### src/rtl/sar_adc_seq.sv
`default_nettype none
// ============================================================================
// Module   : sar_adc_seq
// Brief    : Sequencer for the sar_10b macro. It paces conversions, averages
//            2^AVG_LOG2 results and queues the averages in a show-ahead FIFO.
// Revision : 1.0 - initial release
// ============================================================================
module sar_adc_seq #(
    parameter int AVG_LOG2   = 2,
    parameter int FIFO_DEPTH = 4,
    parameter int CAL_CYCLES = 16,
    parameter int TIMEOUT    = 255,
    parameter int PERIOD_W   = 16
) (
    input  logic                clk,
    input  logic                rstn,
    input  logic                start,
    input  logic                cal_req,
    input  logic [PERIOD_W-1:0] period,
    input  logic                clr_err,
    output logic                adc_en,
    output logic                adc_cal,
    input  logic                adc_valid,
    input  logic [9:0]          adc_result,
    output logic [9:0]          smp_data,
    output logic                smp_valid,
    input  logic                smp_ready,
    output logic                busy,
    output logic                overflow,
    output logic                timeout_err
);

    function automatic int max_int(input int a, input int b);
        return (a > b) ? a : b;
    endfunction

    localparam int ACC_W = 10 + AVG_LOG2;
    localparam int CNT_W = AVG_LOG2 + 1;
    localparam int PTR_W = $clog2(FIFO_DEPTH);
    localparam int OCC_W = $clog2(FIFO_DEPTH + 1);
    localparam int TMR_W = max_int(PERIOD_W,
                           max_int($clog2(TIMEOUT + 1), $clog2(CAL_CYCLES + 1)));

    localparam logic [1:0] S_IDLE = 2'd0;
    localparam logic [1:0] S_CAL  = 2'd1;
    localparam logic [1:0] S_CONV = 2'd2;
    localparam logic [1:0] S_WAIT = 2'd3;

    logic [1:0]          state;
    logic [1:0]          next_state;
    logic                valid_meta;
    logic                valid_sync;
    logic                valid_prev;
    logic                valid_edge;
    logic                cal_pend;
    logic                enter_cal;
    logic [TMR_W-1:0]    timer;
    logic [PERIOD_W-1:0] eff_period;
    logic                cal_done;
    logic                conv_done;
    logic                conv_timeout;
    logic                wait_done;
    logic [ACC_W-1:0]    acc;
    logic [ACC_W-1:0]    acc_sum;
    logic [CNT_W-1:0]    cnt;
    logic [CNT_W-1:0]    cnt_inc;
    logic                avg_full;
    logic                push;
    logic [9:0]          push_data;
    logic                push_ok;
    logic                pop;
    logic                full;
    logic                ovf_set;
    logic [9:0]          mem [FIFO_DEPTH];
    logic [PTR_W-1:0]    wptr;
    logic [PTR_W-1:0]    rptr;
    logic [OCC_W-1:0]    occ;

    // adc_valid comes from the macro's own timing domain: synchronise, then edge-detect
    always_ff @(posedge clk or negedge rstn) begin
        if (!rstn) begin
            valid_meta <= 1'b0;
            valid_sync <= 1'b0;
            valid_prev <= 1'b0;
        end else begin
            valid_meta <= adc_valid;
            valid_sync <= valid_meta;
            valid_prev <= valid_sync;
        end
    end

    assign valid_edge   = valid_sync & ~valid_prev;
    assign eff_period   = (period == '0) ? PERIOD_W'(1) : period;
    assign cal_done     = (state == S_CAL)  && (timer >= TMR_W'(CAL_CYCLES));
    assign conv_done    = (state == S_CONV) && valid_edge;
    assign conv_timeout = (state == S_CONV) && !valid_edge && (timer >= TMR_W'(TIMEOUT));
    assign wait_done    = (state == S_WAIT) && (timer >= TMR_W'(eff_period));
    assign enter_cal    = (next_state == S_CAL) && (state != S_CAL);

    always_ff @(posedge clk or negedge rstn) begin
        if (!rstn) begin
            state <= S_IDLE;
        end else begin
            state <= next_state;
        end
    end

    always_comb begin
        next_state = state;
        case (state)
            S_IDLE: begin
                if (cal_pend) begin
                    next_state = S_CAL;
                end else if (start) begin
                    next_state = S_CONV;
                end
            end
            S_CAL: begin
                if (cal_done) begin
                    next_state = S_IDLE;
                end
            end
            S_CONV: begin
                if (conv_done) begin
                    next_state = S_WAIT;
                end else if (conv_timeout) begin
                    next_state = S_IDLE;
                end
            end
            S_WAIT: begin
                if (wait_done) begin
                    if (cal_pend) begin
                        next_state = S_CAL;
                    end else if (start) begin
                        next_state = S_CONV;
                    end else begin
                        next_state = S_IDLE;
                    end
                end
            end
            default: next_state = S_IDLE;
        endcase
    end

    // Decoded straight from the state register so reset drops the macro pins at once
    always_comb begin
        adc_en  = 1'b0;
        adc_cal = 1'b0;
        busy    = 1'b1;
        case (state)
            S_IDLE:  busy = 1'b0;
            S_CAL: begin
                adc_en  = 1'b1;
                adc_cal = 1'b1;
            end
            S_CONV:  adc_en = 1'b1;
            S_WAIT:  adc_en = 1'b0;
            default: busy = 1'b0;
        endcase
    end

    // Timer holds the 1-based cycle count within the current state
    always_ff @(posedge clk or negedge rstn) begin
        if (!rstn) begin
            timer <= '0;
        end else if (next_state != state) begin
            timer <= TMR_W'(1);
        end else if (state != S_IDLE) begin
            timer <= timer + TMR_W'(1);
        end
    end

    always_ff @(posedge clk or negedge rstn) begin
        if (!rstn) begin
            cal_pend <= 1'b0;
        end else begin
            cal_pend <= cal_req | (cal_pend & ~enter_cal);
        end
    end

    assign acc_sum   = acc + ACC_W'(adc_result);
    assign cnt_inc   = cnt + CNT_W'(1);
    assign avg_full  = (cnt_inc == CNT_W'(1 << AVG_LOG2));
    assign push      = conv_done && avg_full;
    assign push_data = acc_sum[ACC_W-1:AVG_LOG2];

    always_ff @(posedge clk or negedge rstn) begin
        if (!rstn) begin
            acc <= '0;
            cnt <= '0;
        end else if (conv_done) begin
            if (avg_full) begin
                acc <= '0;
                cnt <= '0;
            end else begin
                acc <= acc_sum;
                cnt <= cnt_inc;
            end
        end else if (conv_timeout || ((state == S_WAIT) && (next_state == S_IDLE))) begin
            acc <= '0;
            cnt <= '0;
        end
    end

    // A push into a full FIFO only lands if the head leaves in the same cycle
    assign full      = (occ == OCC_W'(FIFO_DEPTH));
    assign smp_valid = (occ != '0);
    assign pop       = smp_valid & smp_ready;
    assign push_ok   = push & (~full | pop);
    assign ovf_set   = push & full & ~pop;
    assign smp_data  = mem[rptr];

    always_ff @(posedge clk or negedge rstn) begin
        if (!rstn) begin
            for (int i = 0; i < FIFO_DEPTH; i++) begin
                mem[i] <= '0;
            end
            wptr <= '0;
            rptr <= '0;
            occ  <= '0;
        end else begin
            if (push_ok) begin
                mem[wptr] <= push_data;
                wptr      <= wptr + PTR_W'(1);
            end
            if (pop) begin
                rptr <= rptr + PTR_W'(1);
            end
            case ({push_ok, pop})
                2'b10:   occ <= occ + OCC_W'(1);
                2'b01:   occ <= occ - OCC_W'(1);
                default: occ <= occ;
            endcase
        end
    end

    always_ff @(posedge clk or negedge rstn) begin
        if (!rstn) begin
            overflow    <= 1'b0;
            timeout_err <= 1'b0;
        end else begin
            overflow    <= (overflow & ~clr_err) | ovf_set;
            timeout_err <= (timeout_err & ~clr_err) | conv_timeout;
        end
    end

endmodule
`default_nettype wire

### config.mk
export PLATFORM = sky130hd
export DESIGN_NAME = sar_adc_seq
export DESIGN_NICKNAME = d
export VERILOG_FILES = /design/src/rtl/sar_adc_seq.sv
export SDC_FILE = /design/constraint.sdc
export NUM_CORES = 1
export LEC_CHECK = 0
export ABC_AREA = 1
export BUFFER_PORTS_ARGS = -buffer_cell sky130_fd_sc_hd__buf_2
export CORE_MARGIN = 10
export CORE_UTILIZATION = 60
export DETAILED_ROUTE_END_ITERATION = 16
export PLACE_DENSITY = 0.81
export SLEW_MARGIN = 5
export SYNTH_ARGS = -nofsm -noshare
export SYNTH_HDL_FRONTEND = slang
export SYNTH_SLANG_ARGS = --single-unit
### constraint.sdc
create_clock -name clk -period 2.6 [get_ports clk]
set_input_delay 0.78 -clock clk [delete_from_list [all_inputs] [get_ports clk]]
set_output_delay 0.78 -clock clk [all_outputs]
set_load 0.1 [all_outputs]
==> results of run 1 <==
==> what timing repair did <==
| item | in CTS | in global routing |
|---|---|---|
| gates resized for setup | 13 | 20 |
| gates cloned | 1 | 0 |
| pin swaps | 5 | 9 |
| setup buffers | 0 | 0 |
| setup endpoints to repair | 23 | 35 |
| hold buffers | 0 | 0 |
==> cells in the mapped netlist <==
library cell,number
nand2_1,146
dfrtp_1,86
inv_1,75
o21ai_0,63
nor2_1,49
nand3_1,46
ha_1,39
xor2_1,20
a21oi_1,19
nor2_4,10
o22ai_1,10
nand2_2,8
or2_2,8
clkbuf_1,6
nor4_1,6
nand4_1,5
nor2_2,5
nor3_1,5
buf_2,4
xnor2_1,3
fa_1,2
inv_2,2
nand3b_1,2
o21ai_2,2
a21boi_1,1
a31o_2,1
a31oi_1,1
a41o_1,1
buf_12,1
buf_4,1
clkinv_2,1
mux2_2,1
nand2_4,1
nand3_2,1
nand3_4,1
nor3_2,1
o21a_1,1
o21bai_1,1
o221ai_1,1
o32ai_1,1
==> power by group <==
part,internal [mW],switching (mW),total (mW)
registers,1.55,0.198,1.75
logic,1.59,2.99,4.58
clock network,0.406,0.496,0.902
==> path summary, 6_finish.rpt <==
path | start | to | slack, ns | depth (start not counted)
min | rstn | timer[15]$_DFFE_PN0P_ | 0.36 | 1
min in group clk | valid_meta$_DFF_PN0_ | valid_sync$_DFF_PN0_ | 0.36 | 0
max | period[14] | timer[7]$_DFFE_PN0P_ | -0.1 | 21
max reg2reg | state[1]$_DFF_PN0_ | timer[14]$_DFFE_PN0P_ | 0.15 | 13
max in group asynchronous | rstn | wptr[1]$_DFFE_PN0P_ | 1.72 | 2
min reg2reg | valid_meta$_DFF_PN0_ | valid_sync$_DFF_PN0_ | 0.36 | 0
==> kinds of logic (layout without fill, tap and decap cells) <==
logic type / Yosys count / after routing / share of synthesized area, %
XOR/XNOR: 23 / 23 / 3.89
AO/OA/AOI/OAI: 102 / 102 / 10.7
buffers and inverters: 90 / 176 / 7.03
AND/OR/NAND/NOR: 294 / 294 / 26.3
adder cells (fa/ha/maj): 41 / 41 / 10.2
multiplexers: 1 / 1 / 0.218
flip-flops: 86 / 86 / 41.6
==> area by class of cell <==
| type | instances | share of cell area, % |
|---|---|---|
| Clock inverter | 5 | 0.645 |
| Multi-Input combinational cell | 461 | 45.0 |
| Clock buffer | 11 | 2.36 |
| Timing Repair Buffer | 82 | 11.7 |
| Sequential cell | 86 | 33.6 |
| Tap cell | 105 | 2.05 |
| Inverter | 78 | 4.59 |
==> cells in the final DEF (no fill, tap or decap), types with 5 or more instances in the layout <==
cell type    n
a21oi_1     19
buf_12      14
buf_2       31
buf_4       31
clkbuf_8    11
dfrtp_1     86
ha_1        39
inv_1       75
nand2_1    139
nand2_2     13
nand3_1     32
nand3_2     15
nand4_1      5
nor2_1      46
nor2_2       7
nor2_4      11
nor3_1       5
o21ai_0     61
o22ai_2     10
or2_2        8
xor2_1      20
==> stage by stage <==
stage	total power, mW	util (%)	setup slack, ns
after floorplan	4.73	-	-0.0691
after global placement	5.92	73.1	-0.331
after detailed placement	6.05	73.1	-0.444
after CTS	7.15	76.4	0.00768
after global routing	7.65	77.2	-0.245
final	7.23	77.2	-0.0952
==> worst register-to-register path, delay by kind of cell, from the launching register on <==
| family | cells | cell delay (ns) |
|---|---|---|
| buf+inv | 3 | 0.37 |
| fa+ha+maj | 1 | 0.28 |
| simple gates | 8 | 0.97 |
| flops | 1 | 0.47 |
| xor+xnor | 1 | 0.28 |
==> sequential cells by signal, indices dropped and copies added (netlist names), 2 cells and up <==
register	cells
state	2
occ	3
rptr	2
timer	16
cnt	3
acc	12
mem	40
wptr	2
==> routing by layer <==
layer	vias to the layer above	share of wire (%)	GRT usage [%]
met3	18	6.2	4.01
met4	0	1.4	4.06
li1	2234	-	-
met5	-	0	0
met2	162	49	33.6
met1	2186	43	25.3
==> flow_metrics.env, run 1 <==
export IMPL_finalHoldViolations=0
export IMPL_cp_data_arrival_time_ns=2.93
export IMPL_max_freq_ghz=0.371
export IMPL_io_buffers=48
export IMPL_crit_path_cell_trace="buf_8 > nor4_4 > a41o_1 > ha_1 > nand2_1 > nor2_1 > nor2_1 > nand2_1 > nand2_1 > nand2_1 > nand2_2 > nand2_2 > nand2_2 > nand3_2 > nand2_2 > nand2_2 > nand2_2 > nand2_2 > nand3_4 > buf_12 > nor2_4"
export IMPL_final_nets=792
export IMPL_critPathKind="in -> reg"
export IMPL_grt_overflow=0
export IMPL_register_area_um2=2150
export IMPL_layout_setup_ws_ns=-0.0952
export IMPL_h_tree_depth=3
export IMPL_critPathBufInv=2
export IMPL_layout_cells_non_filler=828
export IMPL_grt_start_max_net_pins=34
export IMPL_core_area_um2=8300
export IMPL_ios=49
export IMPL_critPathLaunchType="input pin"
export IMPL_cp_end_kind="register"
export IMPL_fillers=558
export IMPL_initial_utilization_pct=62.4
export IMPL_maxCapViolCount=0
export IMPL_numCtsBuffers=9
export IMPL_wl_per_cell_um=15.3
export IMPL_ir_drop_uv=910
export IMPL_numPlacedInstances=811
export IMPL_setup_viol=24
export IMPL_area_growth_pct=23.8
export IMPL_drc=0
export IMPL_place_congestion=0.868
export IMPL_drtPass1Iterations=4
export IMPL_num_antenna_cells=0
export IMPL_p_per_area_nw_per_um2=1130
export IMPL_stdcell_area_um2=6410
export IMPL_dpl_cell_area_um2=6060
export IMPL_outcome="finished, violations left"
export IMPL_clock_sinks=86
export IMPL_min_path_type="in -> async"
export IMPL_post_route_period_util_pct=104
export IMPL_synth_net_count=711
export IMPL_slew_violations=0
export IMPL_antenna_left=0
export IMPL_ys_ff_latch=86
export IMPL_whs_ns=0.359
export IMPL_fin_skew_ns=0.0125
export IMPL_multi_input_area_um2=2880
export IMPL_min_period_ns=2.70
export IMPL_die_x_um=113
export IMPL_synth_top_area_share_pct=41.6
export IMPL_slew_headroom_pct=60.5
export IMPL_synth_area_top_cells="dfrtp_1 42%, nand2_1 11%, ha_1 9.4%, o21ai_0 6.1%, inv_1 5.4%"
export IMPL_vias=4600
export IMPL_rsz0062_at_grt="true"
export IMPL_grt_pass1_wl_um=21400
export IMPL_avgSynthCellArea_um2=8.13
export IMPL_clk_pin_slew_ns=0.09
export IMPL_worst_path_dominant_cell_family="simple AND/OR/NAND/NOR gates"
export IMPL_cp_slowest_cell="nor4_4"
export IMPL_synthCells=637
export IMPL_wl_um=12700
export IMPL_p_leak_nw=3.27
export IMPL_dpl_hpwl_um=9140
export IMPL_synth_distinct_cells=40
export IMPL_path_max_fanout=8
export IMPL_antenna_found_initial=0
export IMPL_cp_common_cell="nand2_2"
export IMPL_yosys_warnings=0
export IMPL_cts_root_buf="clkbuf_8"
export IMPL_netlist_area_um2=5180
export IMPL_rows=33
export IMPL_violations="setup timing"
export IMPL_cp_required_ns=2.83
export IMPL_yosysTopAreaCell="dfrtp_1"
export IMPL_first_global_vias=4591
export IMPL_grt_total_usage_pct=19.7
export IMPL_yosysSeqAreaShare_pct=41.6
export IMPL_cts_tree="yes"
export IMPL_drive_gt1_share_pct=24.6
export IMPL_die_area_um2=12700
export IMPL_clockBufferDepth=2
export IMPL_setup_tns_ns=-1.31
export IMPL_drt_initial_drc_count=286
export IMPL_viasPerCell=5.56
export IMPL_clock_latency_ns=0.35
export IMPL_die_h_um=113
export IMPL_crit_path_max_incr_delay_ns=0.27
export IMPL_tightest_slew_ns=0.586
Power figures use the tool's default switching activity.
==> run 2: changes to the inputs <==
--- a/config.mk
+++ b/config.mk
@@ -7,10 +7,12 @@
 export LEC_CHECK = 0
 export ABC_AREA = 1
 export BUFFER_PORTS_ARGS = -buffer_cell sky130_fd_sc_hd__buf_2
+export CELL_PAD_IN_SITES_DETAIL_PLACEMENT = 1
+export CELL_PAD_IN_SITES_GLOBAL_PLACEMENT = 1
 export CORE_MARGIN = 10
-export CORE_UTILIZATION = 60
+export CORE_UTILIZATION = 45
 export DETAILED_ROUTE_END_ITERATION = 16
-export PLACE_DENSITY = 0.81
+export PLACE_DENSITY_LB_ADDON = 0.1
 export SLEW_MARGIN = 5
 export SYNTH_ARGS = -nofsm -noshare
 export SYNTH_HDL_FRONTEND = slang
==> flow_metrics.env, run 2 (same netlist as run 1, synthesis figures left out) <==
export IMPL_switching_share_pct=49.2
export IMPL_area_growth_pct=27.4
export IMPL_stdcell_area_um2=6590
export IMPL_drt_initial_drc_count=298
export IMPL_slew_headroom_pct=57.2
export IMPL_rsz0062_at_grt="true"
export IMPL_core_area_um2=11300
export IMPL_final_nets=799
export IMPL_wl_per_cell_um=17.4
export IMPL_critPathKind="in -> reg"
export IMPL_p_int_mw=3.96
export IMPL_min_period_ns=2.76
export IMPL_p_switching_mw=3.83
export IMPL_p_per_area_nw_per_um2=1180
export IMPL_cts_tree="yes"
export IMPL_die_area_um2=16200
export IMPL_vias=4683
export IMPL_clock_sinks=86
export IMPL_drc=0
export IMPL_layout_setup_ws_ns=-0.164
export IMPL_setup_viol=32
export IMPL_grt_start_max_net_pins=41
export IMPL_crit_path_max_incr_delay_ns=0.31
export IMPL_cp_end_kind="register"
export IMPL_final_common_cell="nand2_1"
export IMPL_clkPwrFrac_pct=16.8
export IMPL_place_congestion=0.873
export IMPL_outcome="finished, violations left"
export IMPL_antenna_found_initial=0
export IMPL_slew_violations=0
export IMPL_die_x_um=127
export IMPL_ios=49
export IMPL_rr_startpoint="state[0]$_DFF_PN0_"
export IMPL_first_global_vias=5123
export IMPL_initial_utilization_pct=45.7
export IMPL_clockBufferDepth=2
export IMPL_p_leak_nw=3.38
export IMPL_numCtsBuffers=9
export IMPL_largest_reg_flops=40
export IMPL_whs_ns=0.355
export IMPL_wl_um=15200
export IMPL_min_path_type="reg -> reg"
export IMPL_num_antenna_cells=0
export IMPL_clk_pin_slew_ns=0.07
export IMPL_dp_slack_ns=-0.625
export IMPL_h_tree_depth=3
export IMPL_tightest_slew_ns=0.636
export IMPL_cp_data_arrival_time_ns=3.00
export IMPL_antenna_left=0
export IMPL_cp_startpoint="period[13]"
export IMPL_viasPerCell=5.36
export IMPL_critPathLaunchType="input pin"
export IMPL_dpl_hpwl_um=11200
export IMPL_drive_gt1_share_pct=25.3
export IMPL_setup_tns_ns=-3.87
export IMPL_violations="setup timing"
export IMPL_dpl_cell_area_um2=6160
export IMPL_cp_common_cell="nand2_2"
export IMPL_p_seq_share_pct=22.7
export IMPL_largestRegisters="mem x40, timer x16, acc x12"
export IMPL_maxCapViolCount=0
export IMPL_post_route_period_util_pct=106
export IMPL_rows=39
export IMPL_fillers=1372
export IMPL_grt_pass1_wl_um=25100
export IMPL_io_buffers=48
export IMPL_clock_latency_ns=0.34
export IMPL_cp_required_ns=2.83
export IMPL_die_h_um=127
export IMPL_cp_slowest_cell="nor4_4"
export IMPL_finalHoldViolations=0
export IMPL_drtPass1Iterations=4
export IMPL_cts_root_buf="clkbuf_16"
export IMPL_fin_skew_ns=0.00777
export IMPL_layout_common_cells="140 x nand2_1, 86 x dfrtp_1, 73 x inv_1"
export IMPL_grt_total_usage_pct=18.7
export IMPL_grt_overflow=0
export IMPL_largest_register="mem"
export IMPL_max_freq_ghz=0.362
export IMPL_path_max_fanout=7
export IMPL_comb_power_share_pct=60.5
export IMPL_crit_path_cell_trace="buf_8 > nor4_4 > a41o_1 > ha_1 > nand2_1 > nor2_1 > nor2_1 > nand2_1 > nand2_1 > nand2_1 > nand2_2 > nand2_2 > nand2_2 > nand3_2 > nand2_2 > nand2_2 > nand2_2 > nand2_4 > nand3_4 > buf_12 > nor2_2"
export IMPL_ir_drop_uv=1120
export IMPL_min_from="valid_meta$_DFF_PN0_"
-- run 2: changes by cell type in the layout (fill, tap and decap cells not counted), moves of 2 or more --
cell / change
nand2_4: +4
buf_2: +3
buf_4: +6
clkinv_2: +3
inv_1: -2
clkbuf_16: +9
clkbuf_8: -10
nand2_2: -5
-- run 2: path summary, 6_finish.rpt --
kind                                    endpoint  slack (ns)  cells past startpoint
setup / recovery           timer[15]$_DFFE_PN0P_       -0.16                     21
hold / removal              valid_sync$_DFF_PN0_        0.36                      0
setup reg to reg              occ[2]$_DFFE_PN0P_        0.19                     12
hold reg to reg             valid_sync$_DFF_PN0_        0.36                      0
max in group asynchronous     mem[0]$_DFFE_PN0P_        1.50                      2
min in group asynchronous     occ[0]$_DFFE_PN0P_        0.42                      1
-- run 2: layout make-up --
class / instances / area (µm²) / share of cell area [%]
flip-flops and latches: 86 / 2150 / 32.6
clock buffers: 10 / 239 / 3.62
inverters: 78 / 297 / 4.50
multi-input cells: 461 / 2880 / 43.7
repair buffers: 89 / 781 / 11.8
well taps: 143 / 179 / 2.71
clock inverters: 6 / 61.3 / 0.930
-- run 2: critical path: cells and delay by family --
family	cells	cell delay, ns
adders and majority gates	1	0.22
AOI/OAI and AO/OA	1	0.22
buffers and inverters	2	0.26
and+or+nand+nor	17	1.50
-- run 2: metal layers --
layer  track usage [%]  vias to the layer above  share of wire (%)
met2              33.7                       67                 52
met3              3.35                       20                2.7
met4              4.69                        0                1.4
met1              22.6                     2348                 44
met5                 0                        -                  0
li1                  -                     2248                  -
-- run 2: stage by stage --
step / utilization, % / std cells / power (mW)
after global routing: 58.2 / 873 / 8.27
after detailed placement: 54.4 / 856 / 6.34
after global placement: 54.4 / 856 / 6.17
after floorplan: - / 637 / 4.73
final: 58.2 / 873 / 7.79
after CTS: 57.7 / 873 / 7.76
-- run 2: what timing repair did --
action | 4_1_cts | 5_1_grt
setup buffers | 1 | 1
setup endpoints to repair | 33 | 55
endpoints found under the hold margin | 0 | 0
pin swaps | 13 | 21
hold buffers | 0 | 0
resized for setup | 19 | 16
-- run 2: power groups by stage --
stage	Sequential (mW)	Clock [mW]	Combinational [mW]
5_1_grt	1.80	1.40	5.08
3_3_place_gp	1.76	0	4.40
3_5_place_dp	1.78	0	4.56
4_1_cts	1.76	1.33	4.67
6_report	1.77	1.31	4.72
2_1_floorplan	1.71	0	3.03
==> run 3: changes to the inputs <==
--- a/config.mk
+++ b/config.mk
@@ -5,12 +5,12 @@
 export SDC_FILE = /design/constraint.sdc
 export NUM_CORES = 1
 export LEC_CHECK = 0
-export ABC_AREA = 1
+export ABC_AREA = 0
 export BUFFER_PORTS_ARGS = -buffer_cell sky130_fd_sc_hd__buf_2
 export CELL_PAD_IN_SITES_DETAIL_PLACEMENT = 1
 export CELL_PAD_IN_SITES_GLOBAL_PLACEMENT = 1
 export CORE_MARGIN = 10
-export CORE_UTILIZATION = 45
+export CORE_UTILIZATION = 47
 export DETAILED_ROUTE_END_ITERATION = 16
 export PLACE_DENSITY_LB_ADDON = 0.1
 export SLEW_MARGIN = 5
==> flow_metrics.env, run 3 <==
export IMPL_outcome="finished, violations left"
export IMPL_violations="setup timing"
export IMPL_cp_data_arrival_time_ns=3.23
export IMPL_ys_async_sr_fraction_pct=100
export IMPL_final_nets=640
export IMPL_cp_required_ns=2.86
export IMPL_dpl_hpwl_um=9580
export IMPL_synth_common_cells="86 x dfrtp_1, 39 x ha_1, 39 x nand2_1"
export IMPL_first_global_vias=4258
export IMPL_largest_reg_flops=40
export IMPL_comb_power_share_pct=54.5
export IMPL_cp_startpoint="period[8]"
export IMPL_numPlacedInstances=682
export IMPL_tightest_slew_ns=0.974
export IMPL_dpl_cell_area_um2=5840
export IMPL_num_antenna_cells=0
export IMPL_area_growth_pct=29.6
export IMPL_cts_root_buf="clkbuf_8"
export IMPL_h_tree_depth=3
export IMPL_ys_ff_latch=86
export IMPL_reg2reg_slack_ns=-0.19
export IMPL_synth_most_common_cell="dfrtp_1"
export IMPL_wl_per_cell_um=18.4
export IMPL_layout_cells_non_filler=707
export IMPL_whs_ns=0.335
export IMPL_rr_startpoint="timer[15]$_DFFE_PN0P_"
export IMPL_synth_main_ff_cell="dfrtp_1"
export IMPL_antenna_found_initial=0
export IMPL_grt_start_max_net_pins=59
export IMPL_final_util_pct=62.1
export IMPL_slew_violations=0
export IMPL_cts_tree="yes"
export IMPL_wl_um=13000
export IMPL_cp_end_kind="register"
export IMPL_yosysTopAreaCell="dfrtp_1"
export IMPL_r2r_end="acc[11]$_DFFE_PN0P_"
export IMPL_io_buffers=48
export IMPL_fin_skew_ns=0.0132
export IMPL_die_x_um=122
export IMPL_switching_share_pct=44.5
export IMPL_layout_common_cells="85 x dfrtp_1, 58 x buf_4, 39 x nand2_1"
export IMPL_rows=37
export IMPL_yosys_warnings=0
export IMPL_grt_pass1_wl_um=21300
export IMPL_r2r_cells=9
export IMPL_core_area_um2=10300
export IMPL_synth_net_count=530
export IMPL_die_h_um=122
export IMPL_p_switching_mw=2.58
export IMPL_critPathKind="in -> reg"
export IMPL_fillers=1110
export IMPL_clockBufferDepth=2
export IMPL_path_max_fanout=7
export IMPL_finalHoldViolations=0
export IMPL_largestRegisters="mem x40, timer x16, acc x12"
export IMPL_ios=49
export IMPL_die_area_um2=15000
export IMPL_stdcell_area_um2=6380
export IMPL_drt_initial_drc_count=129
export IMPL_largest_register="mem"
export IMPL_p_int_mw=3.22
export IMPL_synth_distinct_cells=54
export IMPL_antenna_left=0
export IMPL_layout_setup_ws_ns=-0.365
export IMPL_max_freq_ghz=0.337
export IMPL_post_route_period_util_pct=114
export IMPL_setup_viol=33
export IMPL_viasPerCell=5.47
export IMPL_min_path_type="in -> async"
export IMPL_initial_utilization_pct=47.9
export IMPL_grt_total_usage_pct=18.0
export IMPL_synth_top_area_share_pct=43.7
export IMPL_rsz0062_at_grt="true"
export IMPL_clk_pin_slew_ns=0.10
export IMPL_synthCells=456
export IMPL_p_leak_nw=3.15
export IMPL_clkPwrFrac_pct=16.4
export IMPL_min_period_ns=2.97
export IMPL_place_congestion=0.839
export IMPL_register_area_um2=2150
export IMPL_synth_edf_count=0
export IMPL_dp_slack_ns=-0.912
export IMPL_p_per_area_nw_per_um2=910
export IMPL_maxCapViolCount=0
export IMPL_final_common_cell="dfrtp_1"
export IMPL_multi_input_area_um2=2840
export IMPL_slew_headroom_pct=34.8
export IMPL_clock_latency_ns=0.38
export IMPL_critPathCapture="acc[11]$_DFFE_PN0P_"
export IMPL_drc=0
export IMPL_numCtsBuffers=9
export IMPL_clock_sinks=86
export IMPL_yosysSeqAreaShare_pct=43.7
export IMPL_vias=3870
export IMPL_p_seq_share_pct=29.0
export IMPL_critPathLaunchType="input pin"
export IMPL_avgSynthCellArea_um2=10.8
export IMPL_grt_overflow=0
export IMPL_synth_area_top_cells="dfrtp_1 44%, ha_1 9.9%, mux2_2 7.5%, mux4_2 4.6%, nand2_1 3.0%"
export IMPL_drive_gt1_share_pct=37.8
export IMPL_drtPass1Iterations=4
export IMPL_netlist_area_um2=4920
export IMPL_ir_drop_uv=660
## run 3: power by group through the flow
| stage | Clock, mW | Combinational [mW] | Sequential, mW |
|---|---|---|---|
| after detailed placement | 0 | 2.59 | 1.70 |
| after global routing | 1.05 | 3.42 | 1.71 |
| after CTS | 0.961 | 2.91 | 1.68 |
| after global placement | 0 | 2.48 | 1.69 |
| after floorplan | 0 | 1.71 | 1.67 |
| final | 0.954 | 3.17 | 1.69 |
## run 3: timing repair
item / 4_1_cts / 5_1_grt
hold endpoints to repair: 0 / 0
pin swaps: 13 / 17
endpoints found under the setup margin: 41 / 51
resized for setup: 21 / 49
buffers inserted: 3 / 4
cloned: 2 / 0
hold buffers: 0 / 0
## run 3: worst max-delay path, cell delays in order
cell and delay (ns):
buf_6 0.10, nor4_4 0.29, a41o_1 0.20, ha_1 0.22, nor2b_1 0.13, o21ai_1 0.07, a31oi_1 0.17, o21ai_2 0.11
nor2b_2 0.18, mux2_4 0.34, o311a_4 0.37, a22o_2 0.27
## run 3: kinds of logic (layout without fill, tap and decap cells)
group           count (synthesis)  in the layout  synth area share, %
simple gates                  130            130                 12.6
flops                          86             86                 43.7
compound gates                 79             80                 11.4
mux                            46             46                 12.7
buf+inv                        46            160                 3.86
fa+ha+maj                      41             41                 10.7
xor+xnor                       28             28                 4.98
## run 3: area by class of cell
type / instances / area share (%)
Clock buffer: 9 / 1.94
Tap cell: 136 / 2.67
Timing Repair Buffer: 111 / 13.9
Sequential cell: 86 / 33.8
Multi-Input combinational cell: 325 / 44.5
Clock inverter: 7 / 1.20
Inverter: 33 / 1.94
## run 3: layer usage
layer / track usage, % / part of all wire (%)
met5: 0 / 0
met4: 3.98 / 1.0
met3: 4.36 / 2.6
met2: 30.4 / 51
met1: 22.8 / 45
## run 3: per-stage QoR
stage / TNS, ns / total power [mW]
after global placement: -25.24 / 4.17
after detailed placement: -28.05 / 4.29
after CTS: -9.31 / 5.55
after global routing: -14.39 / 6.17
after floorplan: -8.62 / 3.38
final: -9.32 / 5.81
## run 3: how the worst min path moves through the flow
stage	slack [ns]	startpoint	cells past startpoint	to
2_1_floorplan	0.33	valid_meta$_DFF_PN0_	0	valid_sync$_DFF_PN0_
3_3_place_gp	0.34	valid_meta$_DFF_PN0_	0	valid_sync$_DFF_PN0_
3_5_place_dp	0.35	valid_meta$_DFF_PN0_	0	valid_sync$_DFF_PN0_
4_1_cts	0.34	rstn	1	timer[15]$_DFFE_PN0P_
5_1_grt	0.34	rstn	1	timer[15]$_DFFE_PN0P_
6_report	0.33	rstn	1	timer[15]$_DFFE_PN0P_
